### src/rtl/ex_mem_reg.sv
// EX/MEM pipeline register with stall/flush handling, halt drain sequencing,
// a captured-instruction counter and a sticky error flag.
module ex_mem_reg #(
    parameter int DATA_W = 16
) (
    input  logic              clk,
    input  logic              rst,
    input  logic              valid,
    input  logic              stall,
    input  logic              flush,
    input  logic [DATA_W-1:0] aluOut,
    input  logic [DATA_W-1:0] setVal,
    input  logic [DATA_W-1:0] reg1Data,
    input  logic [DATA_W-1:0] reg2Data,
    input  logic [DATA_W-1:0] nextPc,
    input  logic [DATA_W-1:0] instr,
    input  logic              memEn,
    input  logic              memWrt,
    input  logic              regWrt,
    input  logic              halt,
    input  logic              err,
    input  logic [2:0]        regWrtSrc,
    input  logic [2:0]        writeReg,
    output logic [DATA_W-1:0] aluOutOut,
    output logic [DATA_W-1:0] setValOut,
    output logic [DATA_W-1:0] reg1DataOut,
    output logic [DATA_W-1:0] reg2DataOut,
    output logic [DATA_W-1:0] nextPcOut,
    output logic [DATA_W-1:0] instrOut,
    output logic              memEnOut,
    output logic              memWrtOut,
    output logic              regWrtOut,
    output logic              haltOut,
    output logic [2:0]        regWrtSrcOut,
    output logic [2:0]        writeRegOut,
    output logic              validOut,
    output logic              errOut,
    output logic              haltedOut,
    output logic [15:0]       instrCnt
);

    localparam logic [DATA_W-1:0] NOP_INSTR = DATA_W'(16'h0800);

    typedef enum logic [1:0] {RUN, DRAIN, HALTED} state_t;

    state_t state;
    state_t stateNext;
    logic   capture;
    logic   loadBubble;

    // Writing back from source select 7 is an illegal encoding.
    function automatic logic errCheck(input logic e, input logic rw, input logic [2:0] src);
        return e || (rw && (src == 3'h7));
    endfunction

    always_ff @(posedge clk) begin
        if (rst) state <= RUN;
        else     state <= stateNext;
    end

    always_comb begin
        stateNext = state;
        case (state)
            RUN:     if (capture && halt) stateNext = DRAIN;
            DRAIN:   if (!stall) stateNext = HALTED;
            HALTED:  stateNext = HALTED;
            default: stateNext = RUN;
        endcase
    end

    // Flush outranks stall in RUN; DRAIN only waits out stall, never flush.
    always_comb begin
        capture    = 1'b0;
        loadBubble = 1'b0;
        case (state)
            RUN: begin
                if (flush)       loadBubble = 1'b1;
                else if (!stall) begin
                    if (valid) capture    = 1'b1;
                    else       loadBubble = 1'b1;
                end
            end
            DRAIN:   loadBubble = !stall;
            default: loadBubble = 1'b1;
        endcase
    end

    always_ff @(posedge clk) begin
        if (rst || loadBubble) begin
            aluOutOut    <= '0;
            setValOut    <= '0;
            reg1DataOut  <= '0;
            reg2DataOut  <= '0;
            nextPcOut    <= '0;
            instrOut     <= NOP_INSTR;
            memEnOut     <= 1'b0;
            memWrtOut    <= 1'b0;
            regWrtOut    <= 1'b0;
            haltOut      <= 1'b0;
            regWrtSrcOut <= 3'h0;
            writeRegOut  <= 3'h0;
            validOut     <= 1'b0;
        end else if (capture) begin
            aluOutOut    <= aluOut;
            setValOut    <= setVal;
            reg1DataOut  <= reg1Data;
            reg2DataOut  <= reg2Data;
            nextPcOut    <= nextPc;
            instrOut     <= instr;
            memEnOut     <= memEn;
            memWrtOut    <= memWrt;
            regWrtOut    <= regWrt;
            haltOut      <= halt;
            regWrtSrcOut <= regWrtSrc;
            writeRegOut  <= writeReg;
            validOut     <= 1'b1;
        end
    end

    always_ff @(posedge clk) begin
        if (rst) begin
            instrCnt <= 16'h0000;
            errOut   <= 1'b0;
        end else if (capture) begin
            instrCnt <= instrCnt + 16'h0001;
            if (errCheck(err, regWrt, regWrtSrc)) errOut <= 1'b1;
        end
    end

    assign haltedOut = (state == HALTED);

endmodule

### config.mk
export PLATFORM = sky130hd
export DESIGN_NAME = ex_mem_reg
export DESIGN_NICKNAME = d
export VERILOG_FILES = /design/src/rtl/ex_mem_reg.sv
export SDC_FILE = /design/constraint.sdc
export NUM_CORES = 1
export LEC_CHECK = 0
export CAP_MARGIN = 20
export CORE_MARGIN = 10
export CORE_UTILIZATION = 41
export CTS_BUF_LIST = sky130_fd_sc_hd__clkbuf_4 sky130_fd_sc_hd__clkbuf_8
export DETAILED_ROUTE_END_ITERATION = 10
export GPL_TIMING_DRIVEN = 0
export PLACE_DENSITY = 0.81
export SYNTH_ARGS = -nofsm -noshare
export SYNTH_HDL_FRONTEND = slang
export SYNTH_SLANG_ARGS = --single-unit
### constraint.sdc
create_clock -name clk -period 2.09 [get_ports clk]
set_input_delay 0.3135 -clock clk [delete_from_list [all_inputs] [get_ports clk]]
set_output_delay 0.3135 -clock clk [all_outputs]
set_load 0.02 [all_outputs]
==> flow_metrics.env <==
export IMPL_synth_edf_count=0
export IMPL_post_cts_buffers=0
export IMPL_leakage_nw=2.53
export IMPL_start_util_pct=42.2
export IMPL_synth_seq_area_share_pct=54.7
export IMPL_antenna_left=0
export IMPL_grt_pass1_wl_mm=24.6
export IMPL_startpoint="state[0]"
export IMPL_synth_area_mux_share_pct=0.434
export IMPL_tightest_slew_ns=0.474
export IMPL_drc=0
export IMPL_min_path_cells=3
export IMPL_max_slew_margin_pct=68.4
export IMPL_htreeDepth=4
export IMPL_syn_avg_cell_area_sq_um=8.06
export IMPL_synth_area_sq_um=4610
export IMPL_period_share_pct=92.6
export IMPL_setup_worst_path_end_class="output port"
export IMPL_powerDensity_nw_per_um2=655
export IMPL_wire_per_inst_um=16.5
export IMPL_synth_xor_area_share_pct=1.90
export IMPL_cts_tree="built"
export IMPL_die_h_um=126
export IMPL_syn2layout_area_growth_pct=63.1
export IMPL_critPathKind="register to output port"
export IMPL_via_per_inst=4.95
export IMPL_outcome="finished clean"
export IMPL_core_area_sq_um=10900
export IMPL_synthCells=572
export IMPL_cts_resized=3
export IMPL_cts_root_buf="clkbuf_8"
export IMPL_rr_worst_depth=8
export IMPL_wl_mm=16.2
export IMPL_fp_row_count=38
export IMPL_critPathArrivalTime_ns=1.62
export IMPL_maxCapViolCount=0
export IMPL_r2r_start="state[1]"
export IMPL_nFillCells=934
export IMPL_cp_start_kind="register"
export IMPL_fin_tns_setup_ns=0
export IMPL_drive_above_1_share_pct=5.73
export IMPL_required_ns=1.78
export IMPL_synth_top_family_by_area="simple AND/OR/NAND/NOR gates"
export IMPL_hp_class="input pin to register"
export IMPL_period_needed_ns=1.93
export IMPL_synth_adder_area_share_pct=1.36
export IMPL_synth_ff_type="dfxtp_1"
export IMPL_port_buffers=236
export IMPL_layout_common_cells="clkdlybuf4s50_1 (236), nand2_1 (218), dfxtp_1 (126)"
export IMPL_grt_overflow=0
export IMPL_hp_start="setVal[3]"
export IMPL_synthSimpleGateAreaFrac_pct=24.1
export IMPL_syn_nets=689
export IMPL_num_vias=4835
export IMPL_drt_iter0_drc=219
export IMPL_clkTransAtPathRegs_ns=0.07
export IMPL_grt_usage_pct=18.8
export IMPL_routabilityCongestion=0.830
export IMPL_clock_skew_ns=0.0126
export IMPL_die_w_um=126
export IMPL_pin_count=237
export IMPL_clk_latency_ns=0.42
export IMPL_worstPathMaxFanout=3
export IMPL_vdd_drop_max_uv=368
export IMPL_antenna_cells=0
export IMPL_synth_compound_area_share_pct=13.7
export IMPL_grt_pass1_vias=4694
export IMPL_hpwl_mm=12.6
export IMPL_cts_buffers=17
export IMPL_cts_buffer_depth=2
export IMPL_grt_max_degree=17
export IMPL_nets=944
export IMPL_die_area_sq_um=15900
export IMPL_final_common_cell="clkdlybuf4s50_1"
export IMPL_grt_antenna_before_repair=0
export IMPL_hold_viol=0
export IMPL_setup_violations=0
export IMPL_ys_ff_latch=126
export IMPL_firstDrtPassIters=6
export IMPL_holdBufCountCts=0
export IMPL_yosys_warnings=0
export IMPL_async_flop_share_pct=0
export IMPL_postLayoutCoreUtil_pct=68.8
export IMPL_fmax_ghz=0.517
export IMPL_clock_sinks=126
export IMPL_maxSlewViolCount=0
export IMPL_yosysUniqueCellTypes=34
## worst max-delay path: stages (launching register included)
cell and delay, ns:
dfxtp_1 0.33, inv_1 0.10, ha_1 0.16, clkdlybuf4s50_1 0.63
## synth_stat cells, types with 5 or more instances
| cell | number | area share (%) |
|---|---|---|
| dfxtp_1 | 126 | 55 |
| nand4_1 | 5 | 0.68 |
| clkbuf_1 | 26 | 2.1 |
| a21oi_1 | 113 | 12 |
| buf_1 | 8 | 0.65 |
| ha_1 | 5 | 1.4 |
| nand3_1 | 7 | 0.76 |
| nand2_1 | 218 | 18 |
| xor2_1 | 6 | 1.1 |
| nor2_1 | 15 | 1.2 |
## layer usage
metal / share of wire [%] / vias to the layer above / GRT usage, %
li1: - / 2381 / -
met1: 39 / 2256 / 19.4
met2: 52 / 177 / 34.2
met3: 8.3 / 21 / 7.72
met4: 1.3 / 0 / 5.02
met5: 0 / - / 0
## report_power, final
| group | internal, W | switching [W] |
|---|---|---|
| registers | 0.00243 | 0.0000172 |
| logic | 0.000293 | 0.000255 |
| clock network | 0.00103 | 0.000893 |
| total | 0.00376 | 0.00117 |
## stage by stage
| stage | total power [W] | setup slack (ns) | cells | instance area (sq um) | hold slack (ns) |
|---|---|---|---|---|---|
| finish | 0.00492 | 0.155 | 977 | 7520 | 0.438 |
| global route | 0.00510 | -0.00589 | 977 | 7520 | 0.420 |
| CTS | 0.00494 | 0.00485 | 977 | 7510 | 0.419 |
| global placement | 0.00303 | -0.146 | 948 | 7150 | 0.441 |
| floorplan | 0.00271 | 0.415 | 572 | 4610 | 0.437 |
| detailed placement | 0.00304 | -0.271 | 948 | 7150 | 0.448 |
## kinds of logic after synthesis
kind of cell	after synthesis
xor gates and xnor gates	10
DFF	126
adders and majority gates	5
muxes	2
AOI/OAI and AO/OA	122
and+or+nand+nor	266
buffers and inverters	41
## registers in the layout, indices dropped and copies added, names as in the netlist, 2 cells and up
register,cells
aluOutOut,16
instrCnt,16
instrOut,16
nextPcOut,16
reg1DataOut,16
reg2DataOut,16
regWrtSrcOut,3
setValOut,16
state,2
writeRegOut,3
## area by class of cell
cell class,instances,area [sq um],area share (%)
multi-input cells,405,1910,25.4
inverters,2,7.51,0.0999
repair buffers,236,2360,31.4
plain buffers,39,183,2.43
clock buffers,22,290,3.86
flip-flops and latches,126,2520,33.5
clock inverters,7,65.1,0.865
well taps,140,175,2.33
## path summary, 6_finish.rpt
kind,endpoint,slack (ns)
worst min register to register,aluOutOut[2],0.45
worst min-delay path,setValOut[3],0.44
worst max register to register,regWrtSrcOut[1],0.16
worst max-delay path,haltedOut,0.16
Power figures use the tool's default switching activity.
